File: config.mk
export PLATFORM = sky130hd
export DESIGN_NAME = adder_arbiter_flat
export DESIGN_NICKNAME = d
export VERILOG_FILES = /design/src/rtl/adder_arb_pkg.sv /design/src/rtl/adder_arbiter_if.sv /design/src/rtl/Adder.sv /design/src/rtl/rr_pick.sv /design/src/rtl/adder_arbiter.sv /design/src/flat_wrapper.sv
export SDC_FILE = /design/constraint.sdc
export NUM_CORES = 1
export LEC_CHECK = 0
export ABC_AREA = 1
export ABC_CLOCK_PERIOD_IN_PS = 2680
export BUFFER_PORTS_ARGS = -buffer_cell sky130_fd_sc_hd__buf_2
export CAP_MARGIN = 20
export CORE_MARGIN = 3
export CORE_UTILIZATION = 51
export DETAILED_ROUTE_END_ITERATION = 10
export PLACE_DENSITY_LB_ADDON = 0.05
export SYNTH_ARGS = -nofsm -noshare
export SYNTH_HDL_FRONTEND = slang
export SYNTH_SLANG_ARGS = --single-unit
File: constraint.sdc
create_clock -name clk_in -period 2.68 [get_ports clk_in]
set_input_delay 0.402 -clock clk_in [delete_from_list [all_inputs] [get_ports clk_in]]
set_output_delay 0.402 -clock clk_in [all_outputs]
set_load 0.005 [all_outputs]
File: src/rtl/adder_arb_pkg.sv
// Shared definitions for the adder arbiter: FSM state encoding and default sizing.
package adder_arb_pkg;

  typedef enum logic [1:0] {
    StIdle = 2'd0,
    StExec = 2'd1,
    StDone = 2'd2
  } state_e;

  localparam int unsigned NReqDefault = 4;
  localparam int unsigned IdwDefault  = 2;

endpackage

File: src/rtl/adder_arbiter_if.sv
// Requester/consumer bundle for the adder arbiter.
//   req_in/data1_in/data2_in : per-requester request level and packed operands (k at [32k+31:32k])
//   grant_out                : one-hot grant pulse
//   data_out/carry_out/id_out: registered result, carry and owning requester
//   valid_out/ready_in       : result handshake
//   busy_out                 : arbiter not idle
// The arbiter uses the slave modport; the requesting side uses master.
interface adder_arbiter_if
  import adder_arb_pkg::*;
#(
  parameter int unsigned NREQ = NReqDefault,
  parameter int unsigned IDW  = IdwDefault
);
  logic [NREQ-1:0]    req_in;
  logic [NREQ*32-1:0] data1_in;
  logic [NREQ*32-1:0] data2_in;
  logic [NREQ-1:0]    grant_out;
  logic [31:0]        data_out;
  logic               carry_out;
  logic [IDW-1:0]     id_out;
  logic               valid_out;
  logic               ready_in;
  logic               busy_out;

  modport slave (
    input  req_in, data1_in, data2_in, ready_in,
    output grant_out, data_out, carry_out, id_out, valid_out, busy_out
  );

  modport master (
    output req_in, data1_in, data2_in, ready_in,
    input  grant_out, data_out, carry_out, id_out, valid_out, busy_out
  );
endinterface

File: src/rtl/Adder.sv
// Existing shared 32-bit adder datapath (sum modulo 2^32, no carry output).
//   a, b : operands
//   s    : a + b
module Adder (
  input  logic [31:0] a,
  input  logic [31:0] b,
  output logic [31:0] s
);
  assign s = a + b;
endmodule

File: src/rtl/rr_pick.sv
// Combinational round-robin picker: selects the first set request at or after ptr_i,
// wrapping modulo NREQ.
//   req_i : request vector
//   ptr_i : highest-priority index
//   gnt_o : one-hot winner
//   idx_o : winner index
//   any_o : at least one request set
module rr_pick #(
  parameter int unsigned NREQ = 4,
  parameter int unsigned IDW  = 2
) (
  input  logic [NREQ-1:0] req_i,
  input  logic [IDW-1:0]  ptr_i,
  output logic [NREQ-1:0] gnt_o,
  output logic [IDW-1:0]  idx_o,
  output logic            any_o
);
  logic [IDW-1:0] cand;

  always_comb begin
    gnt_o = '0;
    idx_o = '0;
    any_o = 1'b0;
    cand  = '0;
    for (int unsigned i = 0; i < NREQ; i++) begin
      cand = IDW'((32'(ptr_i) + i) % NREQ);
      if (!any_o && req_i[cand]) begin
        any_o       = 1'b1;
        idx_o       = cand;
        gnt_o[cand] = 1'b1;
      end
    end
  end
endmodule

File: src/rtl/adder_arbiter.sv
// Shares one 32-bit Adder among NREQ requesters. Round-robin grant in IDLE latches the
// winner's operands, EXEC registers the sum/carry/id, DONE holds the result until
// valid_out & ready_in, after which the pointer moves past the winner.
//   clk_in, rst_n_in : clock, async active-low reset
//   bus_io           : requester/consumer bundle (see adder_arbiter_if)
module adder_arbiter
  import adder_arb_pkg::*;
#(
  parameter int unsigned NREQ = NReqDefault,
  parameter int unsigned IDW  = IdwDefault
) (
  input  logic           clk_in,
  input  logic           rst_n_in,
  adder_arbiter_if.slave bus_io
);
  state_e         state_q;
  logic [IDW-1:0] ptr_q;
  logic [IDW-1:0] win_q;
  logic [31:0]    a_q, b_q;
  logic [31:0]    data_q;
  logic           carry_q;
  logic [IDW-1:0] id_q;
  logic           valid_q;

  logic [NREQ-1:0] pick_gnt;
  logic [IDW-1:0]  pick_idx;
  logic            pick_any;
  logic [31:0]     a_sel, b_sel;
  logic [31:0]     sum;
  logic            carry;
  logic [IDW-1:0]  ptr_next;

  rr_pick #(
    .NREQ(NREQ),
    .IDW (IDW)
  ) u_rr_pick (
    .req_i(bus_io.req_in),
    .ptr_i(ptr_q),
    .gnt_o(pick_gnt),
    .idx_o(pick_idx),
    .any_o(pick_any)
  );

  Adder u_adder (
    .a(a_q),
    .b(b_q),
    .s(sum)
  );

  // Bit 32 of {1'b0,a}+{1'b0,b}, recovered from the operand MSBs and the sum MSB.
  assign carry = (a_q[31] & b_q[31]) | ((a_q[31] ^ b_q[31]) & ~sum[31]);

  assign ptr_next = (win_q == IDW'(NREQ - 1)) ? '0 : win_q + IDW'(1);

  // Operand mux driven directly by the one-hot grant.
  always_comb begin
    a_sel = '0;
    b_sel = '0;
    for (int unsigned k = 0; k < NREQ; k++) begin
      if (pick_gnt[k]) begin
        a_sel = bus_io.data1_in[32*k +: 32];
        b_sel = bus_io.data2_in[32*k +: 32];
      end
    end
  end

  always_ff @(posedge clk_in or negedge rst_n_in) begin
    if (!rst_n_in) begin
      state_q <= StIdle;
      ptr_q   <= '0;
      win_q   <= '0;
      a_q     <= '0;
      b_q     <= '0;
      data_q  <= '0;
      carry_q <= 1'b0;
      id_q    <= '0;
      valid_q <= 1'b0;
    end else begin
      unique case (state_q)
        StIdle: begin
          if (pick_any) begin
            a_q     <= a_sel;
            b_q     <= b_sel;
            win_q   <= pick_idx;
            state_q <= StExec;
          end
        end
        StExec: begin
          data_q  <= sum;
          carry_q <= carry;
          id_q    <= win_q;
          valid_q <= 1'b1;
          state_q <= StDone;
        end
        StDone: begin
          if (bus_io.ready_in) begin
            valid_q <= 1'b0;
            ptr_q   <= ptr_next;
            state_q <= StIdle;
          end
        end
        default: state_q <= StIdle;
      endcase
    end
  end

  // Gated by reset so the grant also reads zero while reset is held with requests pending.
  assign bus_io.grant_out = (state_q == StIdle && rst_n_in) ? pick_gnt : '0;
  assign bus_io.data_out  = data_q;
  assign bus_io.carry_out = carry_q;
  assign bus_io.id_out    = id_q;
  assign bus_io.valid_out = valid_q;
  assign bus_io.busy_out  = (state_q != StIdle);

endmodule
File: src/flat_wrapper.sv
// flat-port wrapper written by rule: the top's interface ports become plain ports
module adder_arbiter_flat import adder_arb_pkg::*;
#(
  parameter int unsigned NREQ = NReqDefault,
  parameter int unsigned IDW  = IdwDefault
)
  (clk_in, rst_n_in, bus_io_req_in, bus_io_data1_in, bus_io_data2_in, bus_io_ready_in, bus_io_grant_out, bus_io_data_out, bus_io_carry_out, bus_io_id_out, bus_io_valid_out, bus_io_busy_out);
  adder_arbiter_if #(.NREQ(NREQ), .IDW(IDW)) bus_io_i ();
  input  logic clk_in;
  input  logic rst_n_in;
  input wire logic [$bits(bus_io_i.req_in)-1:0] bus_io_req_in;
  input wire logic [$bits(bus_io_i.data1_in)-1:0] bus_io_data1_in;
  input wire logic [$bits(bus_io_i.data2_in)-1:0] bus_io_data2_in;
  input wire logic [$bits(bus_io_i.ready_in)-1:0] bus_io_ready_in;
  output wire logic [$bits(bus_io_i.grant_out)-1:0] bus_io_grant_out;
  output wire logic [$bits(bus_io_i.data_out)-1:0] bus_io_data_out;
  output wire logic [$bits(bus_io_i.carry_out)-1:0] bus_io_carry_out;
  output wire logic [$bits(bus_io_i.id_out)-1:0] bus_io_id_out;
  output wire logic [$bits(bus_io_i.valid_out)-1:0] bus_io_valid_out;
  output wire logic [$bits(bus_io_i.busy_out)-1:0] bus_io_busy_out;
  assign bus_io_i.req_in = bus_io_req_in;
  assign bus_io_i.data1_in = bus_io_data1_in;
  assign bus_io_i.data2_in = bus_io_data2_in;
  assign bus_io_i.ready_in = bus_io_ready_in;
  assign bus_io_grant_out = bus_io_i.grant_out;
  assign bus_io_data_out = bus_io_i.data_out;
  assign bus_io_carry_out = bus_io_i.carry_out;
  assign bus_io_id_out = bus_io_i.id_out;
  assign bus_io_valid_out = bus_io_i.valid_out;
  assign bus_io_busy_out = bus_io_i.busy_out;
  adder_arbiter #(.NREQ(NREQ), .IDW(IDW)) u_core (.clk_in(clk_in), .rst_n_in(rst_n_in), .bus_io(bus_io_i));
endmodule
==> Implementation_results.wiki, run 1 <==
{| class="wikitable"
! Metric !! Value
|-
| Portion of the post-synthesis area used by sequential elements || between 30% and 40%
|-
| Top routing layer in use || met5
|-
| Fin crit share || around 100%
|-
| Multi-input gate area || about 5000 um^2
|-
| Per-instance average area after synthesis || 6.64 um^2
|-
| CP arrival || 2260 ps
|-
| Clock Sinks || 106
|-
| CTS tree || built
|-
| Unrepaired setup endpoints after global routing || true
|-
| Category of the worst setup path capture point || output pin
|-
| Number of optimization iterations in the first detailed-route pass || 5
|-
| Number of buffers on the longest clock path || 2
|-
| Boundary pin count || about 300
|-
| Start-to-end type of the worst setup path || reg2out
|-
| Routed wire length per instance || ~17 um
|-
| Number of nets in the finished design || roughly 1900
|-
| Hold slack final || between 150 and 200 ps
|-
| Endpoint required time on the critical path || about 2300 ps
|-
| Proportion of layout cells with a drive suffix above 1 || 25.1%
|-
| Met2 Routed Length || between 10000 and 15000 um
|-
| Final Wtd Congestion || between 0.9 and 1
|-
| Non-Filler Instances || 1780
|-
| Clk pin slew, worst setup/hold paths || 60 ps
|-
| Mapped cell area || 8430 um^2
|-
| Number of enable-type register cells in the synthesized netlist || 0
|-
| Root Buffer || sky130_fd_sc_hd__clkbuf_16
|-
| Post-DP HPWL || around 24000 um
|-
| Post-layout min period || roughly 2700 ps
|-
| Antenna violations before repair || 5
|-
| Worst rel slew slack || 48.5%
|-
| Run status || completed
|-
| Area of the core region || 16100 um^2
|-
| Cell area after placement || approximately 10000 um^2
|-
| Area overhead of the layout relative to synthesis || 26.1%
|-
| Total placed cells including tap cells || ~1800
|-
| Setup Viol. Count Final || 0
|-
| Final-layout fill cell count || 1483
|-
| Final hold violations || 0
|-
| Setup TNS || 0 ps
|-
| Clock network latency to the later pin of the worst-skew pair || ~350 ps
|-
| Ys Warns || 0
|-
| Starting DRC count in detailed routing || roughly 720
|-
| Number of global-route vias before repair || between 9000 and 10000
|-
| Net count after synthesis || ~1600
|-
| Sequential standard cell area || between 2000 and 3000 um^2
|-
| Total global routing track utilization || 32.6%
|-
| Vias per cell || ~5.5
|-
| Share of async-settable or async-resettable flops after synthesis || 100%
|-
| Depth of the CTS H-tree || 3
|-
| Worst-path fanout max || 33
|-
| Number of slew-limit violations in the final report || 0
|-
| Height of the die || 135 um
|-
| Maximum number of pins on one net before global-route repair || 66
|-
| Cts hold-fix bufs || 0
|-
| Post-detailed-route DRC marker count || 0
|-
| Floorplan die width || between 100 and 150 um
|-
| Die ar. || around 18000 um^2
|-
| Path depth of the worst reg2reg path || 10
|-
| Number of storage elements in the synthesis netlist || 106
|-
| Fmax achieved || 0.376 GHz
|-
| Clock skew || 10.1 ps
|-
| Count of nets left with antenna violations after detail routing || 0
|-
| Count of buffers from port buffering || around 300
|-
| Actual transition at the worst max-transition pin || 773 ps
|-
| Row count || 46
|-
| Initial core utilization || between 50% and 60%
|-
| Predominant post-synthesis flop cell || sky130_fd_sc_hd__dfrtp_1
|-
| Instance count of the mapped netlist || around 1300
|-
| WL met1 || ~13000 um
|-
| Inserted Clock Buffers || 9
|-
| Wire length after detailed routing || between 30000 and 40000 um
|-
| Final cell area excluding filler cells || roughly 11000 um^2
|-
| Type of the worst min-delay path || in2async
|-
| First-pass GRT wire length || around 47000 um
|-
| # Max-Cap Violations || 0
|-
| GRT overflow || 0
|-
| Category of the worst setup path launch point || register
|-
| Number of distinct standard cells referenced by the synthesized netlist || 42
|-
| Vias post-DR || just under 10000
|-
| DR WL met3 || 2690 um
|}
[per-layer routing]
metal | up-vias | GRT usage (%)
met1 | 4519 | 45.4
li1 | 4790 | -
met3 | 54 | 6.04
met5 | - | 0
met2 | 450 | 51.3
met4 | 2 | 10.9
[state kept, by name (all words and copies together), names as in the netlist]
signal                   flops
u_core.bus_io.valid_out      1
u_core.bus_io.data_out      32
u_core.bus_io.carry_out      1
u_core.bus_io.id_out         2
u_core.a_q                  32
u_core.ptr_q                 2
u_core.win_q                 2
u_core.state_q               2
u_core.b_q                  32
[logic make-up (layout without fill, tap and decap cells)]
family	count (synthesis)	after routing	share of synthesized area, %
flops	106	106	31.5
fa+ha+maj	41	41	6.26
simple gates	540	540	27.4
compound gates	373	373	23.1
other cells	0	4	0
buf+inv	195	486	10.4
xor+xnor	14	14	1.45
[critical path, cell delays in order (launching register included)]
cell                      delay (ps)
sky130_fd_sc_hd__dfrtp_1         360
sky130_fd_sc_hd__inv_1            80
sky130_fd_sc_hd__ha_4            300
sky130_fd_sc_hd__inv_1            70
sky130_fd_sc_hd__nand2_1          70
sky130_fd_sc_hd__nand2_1         120
sky130_fd_sc_hd__nor2_8          140
sky130_fd_sc_hd__nand4_1         140
sky130_fd_sc_hd__nand3_4         160
sky130_fd_sc_hd__buf_12          210
sky130_fd_sc_hd__nand2_1          80
sky130_fd_sc_hd__inv_1            70
sky130_fd_sc_hd__buf_2           100
[synth_stat cells (12+ instances only)]
cell type                  number  share of area [%]
sky130_fd_sc_hd__a21oi_1      295                 18
sky130_fd_sc_hd__nand2_1      290                 13
sky130_fd_sc_hd__inv_1        121                5.4
sky130_fd_sc_hd__nor2_1       110                4.9
sky130_fd_sc_hd__dfrtp_1      106                 31
sky130_fd_sc_hd__nand3_1       99                5.9
sky130_fd_sc_hd__o21ai_0       48                2.8
sky130_fd_sc_hd__ha_1          39                5.8
sky130_fd_sc_hd__buf_2         32                1.9
sky130_fd_sc_hd__buf_4         21                1.9
sky130_fd_sc_hd__clkbuf_1      13               0.58
sky130_fd_sc_hd__nand4_1       12               0.89
[cell usage in the layout, fill, tap and decap left out, drive strengths merged, types with 12 or more instances in the layout]
| cell | n |
|---|---|
| buf | 344 |
| nand2 | 295 |
| a21oi | 296 |
| nand4 | 12 |
| o21ai | 50 |
| nand3 | 105 |
| nor2 | 113 |
| clkbuf | 14 |
| inv | 126 |
| dfrtp | 106 |
| ha | 39 |
[worst paths after layout]
check / from / end / slack, ps
setup / recovery: u_core.ptr_q[1]$_DFFE_PN0P_ / bus_io_grant_out[1] / 20
hold / removal: rst_n_in / u_core.bus_io.data_out[10]$_DFFE_PN0P_ / 180
setup reg to reg: u_core.b_q[12]$_DFFE_PN0P_ / u_core.bus_io.data_out[31]$_DFFE_PN0P_ / 150
hold reg to reg: u_core.bus_io.valid_out$_DFFE_PN0P_ / u_core.bus_io.valid_out$_DFFE_PN0P_ / 470
max in group asynchronous: rst_n_in / u_core.b_q[17]$_DFFE_PN0P_ / 1910
min in group clk_in: bus_io_ready_in / u_core.state_q[1]$_DFFE_PN0P_ / 280
[metrics by stage]
| step | util (%) | worst slack (ps) |
|---|---|---|
| after floorplan | - | 225 |
| after detailed placement | 63.7 | 19.4 |
| after global routing | 66.2 | -78.7 |
| after global placement | 63.7 | 76.3 |
| after CTS | 65.9 | 26.4 |
| final | 66.2 | 17.0 |
[cell type report]
| class | count | area share, % |
|---|---|---|
| Multi-Input combinational cell | 968 | 46.6 |
| Sequential cell | 106 | 24.9 |
| Timing Repair Buffer | 345 | 18.5 |
| Inverter | 126 | 4.45 |
| Clock buffer | 13 | 2.54 |
| Tap cell | 216 | 2.54 |
| Clock inverter | 2 | 0.329 |
| Antenna cell | 4 | 0.0941 |
[repair_timing]
item / 4_1_cts / 5_1_grt
cloned: 0 / 1
setup buffers: 3 / 0
hold endpoints to repair: 0 / 0
resized for setup: 5 / 6
endpoints found under the setup margin: 5 / 6
pin swaps: 3 / 0
Power of run 1 is left out: the tool's default activity adds up to more than one toggle a clock period on the data nets, which glitch-free logic cannot reach.
==> inputs of run 2 (changes only) <==
--- a/config.mk
+++ b/config.mk
@@ -12,7 +12,7 @@
 export CORE_MARGIN = 3
 export CORE_UTILIZATION = 51
 export DETAILED_ROUTE_END_ITERATION = 10
-export PLACE_DENSITY_LB_ADDON = 0.05
+export PLACE_DENSITY = 0.85
 export SYNTH_ARGS = -nofsm -noshare
 export SYNTH_HDL_FRONTEND = slang
 export SYNTH_SLANG_ARGS = --single-unit
==> run 2 against run 1 <==
  * Sequential share of layout area decreased by 0.45 points
  * Critical path depth unchanged
  * Maximum frequency increased by 2.4%
  * First-iteration DRC count increased by 13%
  * Non-clock buffer count increased by 14
  * Global-route usage increased by 1.6 points
  * Clock-buffer cell count decreased by 1
  * Utilization increased by 1.2 points
  * Flip-flop and latch count unchanged
  * Register-to-register slack about the same
  * Largest cell class unchanged
  * Highest routed layer is now met4
==> Implementation_results.wiki, run 2 (synthesis gave the netlist of run 1 again) <==
{| class="wikitable"
! Metric !! Value
|-
| Crit path buffers/inverters || 5 (unchanged)
|-
| Most common cell after layout, fill and taps aside || sky130_fd_sc_hd__buf_2
|-
| DR WL met3 || 2610 um (-3.0%)
|-
| Setup Viol. Count Final || 0 (unchanged)
|-
| Total global routing track utilization || 34.1% (+1.6 points)
|-
| CP delay by family, top || simple AND/OR/NAND/NOR gates
|-
| GRT overflow || 0 (unchanged)
|-
| Area overhead of the layout relative to synthesis || 28.5%
|-
| # Max-Cap Violations || 0 (unchanged)
|-
| Area of the core region || 16100 um^2 (unchanged)
|-
| Number of slew-limit violations in the final report || 0 (unchanged)
|-
| Inserted Clock Buffers || 9 (unchanged)
|-
| Type of the worst min-delay path || in2reg
|-
| Non-Filler Instances || 1793 (+0.73%)
|-
| Depth of the CTS H-tree || 3 (unchanged)
|-
| Fin crit share || 97.0% (-2.4 points)
|-
| Number of global-route vias before repair || 9300 (+2.5%)
|-
| Category of the worst setup path launch point || register
|-
| Final Wtd Congestion || 0.951 (-0.47%)
|-
| Clk pin slew, worst setup/hold paths || 70 ps (about the same)
|-
| Final hold violations || 0 (unchanged)
|-
| Unrepaired setup endpoints after global routing || true
|-
| Number of buffers on the longest clock path || 2 (unchanged)
|-
| Actual transition at the worst max-transition pin || 780 ps (+7.34 ps)
|-
| Most frequent cells in the layout || sky130_fd_sc_hd__buf_2 (302), sky130_fd_sc_hd__a21oi_1 (292), sky130_fd_sc_hd__nand2_1 (289)
|-
| CP arrival || 2200 ps (-60 ps)
|-
| Launch point of the worst path || u_core.ptr_q[1]$_DFFE_PN0P_
|-
| Clock Sinks || 106 (unchanged)
|-
| Initial core utilization || 52.5% (unchanged)
|-
| Starting DRC count in detailed routing || 809 (+13%)
|-
| Fmax achieved || 0.385 GHz (+2.4%)
|-
| Vias per cell || 5.59 (+1.4%)
|-
| Final-layout fill cell count || 1429 (-3.6%)
|-
| Clock skew || 9.06 ps (-1.02 ps)
|-
| Row count || 46 (unchanged)
|-
| WL met1 || 13500 um (+4.8%)
|-
| Hold path start || bus_io_ready_in
|-
| Setup ws final || 80.1 ps (+63.2 ps)
|-
| Critical-path cell with the highest stage delay || sky130_fd_sc_hd__dfrtp_1
|-
| Proportion of layout cells with a drive suffix above 1 || 25.7% (+0.67 points)
|-
| First-pass GRT wire length || 48700 um (+4.3%)
|-
| Cell area after placement || 10300 um^2 (+0.78%)
|-
| Worst-path fanout max || 19 (-42%)
|-
| CTS tree || built
|-
| Run status || completed
|-
| Worst-path cell chain || inv_1 -> ha_4 -> inv_1 -> nand2_1 -> nand2_1 -> nor2_8 -> nand4_1 -> nand3_4 -> buf_12 -> nand2_1 -> inv_1 -> buf_2
|-
| Post-detailed-route DRC marker count || 0 (unchanged)
|-
| Peak per-stage delay on the critical path || 360 ps (about the same)
|-
| Worst slack after detailed placement || 64.2 ps (+44.8 ps)
|-
| Clock network latency to the later pin of the worst-skew pair || 360 ps (about the same)
|-
| Category of the worst setup path capture point || output pin
|-
| Worst rel slew slack || 48.0% (-0.49 points)
|-
| Startpoint of the most critical register-to-register path || u_core.ptr_q[0]$_DFFE_PN0P_
|-
| Height of the die || 135 um (unchanged)
|-
| Maximum number of pins on one net before global-route repair || 65 (-1.5%)
|-
| Total placed cells including tap cells || 1761 (+0.23%)
|-
| Post-layout min period || 2600 ps (-63.2 ps)
|-
| Floorplan die width || 135 um (unchanged)
|-
| Wire length after detailed routing || 31900 um (+5.1%)
|-
| Endpoint required time on the critical path || 2280 ps (about the same)
|-
| Met2 Routed Length || 14900 um (+7.1%)
|-
| Root Buffer || sky130_fd_sc_hd__clkbuf_16
|-
| Die ar. || 18100 um^2 (unchanged)
|-
| Antenna violations before repair || 3 (-2)
|-
| Vias post-DR || 10000 (+2.2%)
|-
| Final cell area excluding filler cells || 10800 um^2 (+1.8%)
|-
| Post-DP HPWL || 24800 um (+3.6%)
|-
| Number of nets in the finished design || 1874 (+0.75%)
|-
| Setup TNS || 0 ps (unchanged)
|-
| Count of buffers from port buffering || 303 (unchanged)
|-
| Start-to-end type of the worst setup path || reg2out
|-
| Routed wire length per instance || 17.8 um (+4.3%)
|-
| Boundary pin count || 304 (unchanged)
|-
| Number of optimization iterations in the first detailed-route pass || 5 (unchanged)
|-
| Count of nets left with antenna violations after detail routing || 0 (unchanged)
|-
| Top routing layer in use || met4
|}
-- run 2: changes by cell type in the layout (fill, tap and decap cells not counted), sizes merged --
cell / before / now
buf: 344 / 356
bufbuf: 0 / 1
bufinv: 1 / 2
clkbuf: 14 / 13
diode: 4 / 3
dlygate4sd3: 0 / 1
-- run 2: per-stage QoR --
stage / util (%) / hold slack (ps)
4_1_cts: 66.5 / 286
3_3_place_gp: 64.2 / 213
6_report: 67.5 / 292
3_5_place_dp: 64.2 / 213
2_1_floorplan: - / 106
5_1_grt: 67.5 / 329
-- run 2: worst paths after layout --
check / to / slack [ps] / cells after the start
worst max-delay path: bus_io_grant_out[1] / 80 / 12
worst min-delay path: u_core.state_q[1]$_DFFE_PN0P_ / 290 / 2
worst max register to register: u_core.b_q[4]$_DFFE_PN0P_ / 160 / 16
worst min register to register: u_core.bus_io.data_out[0]$_DFFE_PN0P_ / 460 / 2
max in group asynchronous: u_core.a_q[14]$_DFFE_PN0P_ / 1320 / 3
min in group asynchronous: u_core.ptr_q[0]$_DFFE_PN0P_ / 390 / 2
-- run 2: metal layers --
| layer | GRT usage (%) | vias up |
|---|---|---|
| met5 | 0 | - |
| met4 | 12.2 | 0 |
| li1 | - | 4836 |
| met3 | 4.58 | 52 |
| met1 | 47.6 | 4627 |
| met2 | 54.8 | 512 |
-- run 2: repair_timing --
item                       CTS  global route
setup endpoints to repair    2            18
hold endpoints to repair     3             0
setup buffers                1            10
gates resized for setup      4             8
hold buffers                 1             0
gates cloned                 1             1
pin swaps                    3             3
-- run 2: cell type report --
type / count / area (um^2) / area share [%]
tap: 216 / 270 / 2.49
clock inverter: 3 / 65.1 / 0.601
clock buffer: 12 / 236 / 2.18
inverter: 126 / 473 / 4.37
antenna: 3 / 7.51 / 0.0693
multi-input combinational: 968 / 4980 / 46.0
sequential: 106 / 2650 / 24.5
timing repair buffer: 359 / 2150 / 19.8
Power of run 2 is left out for the same reason.
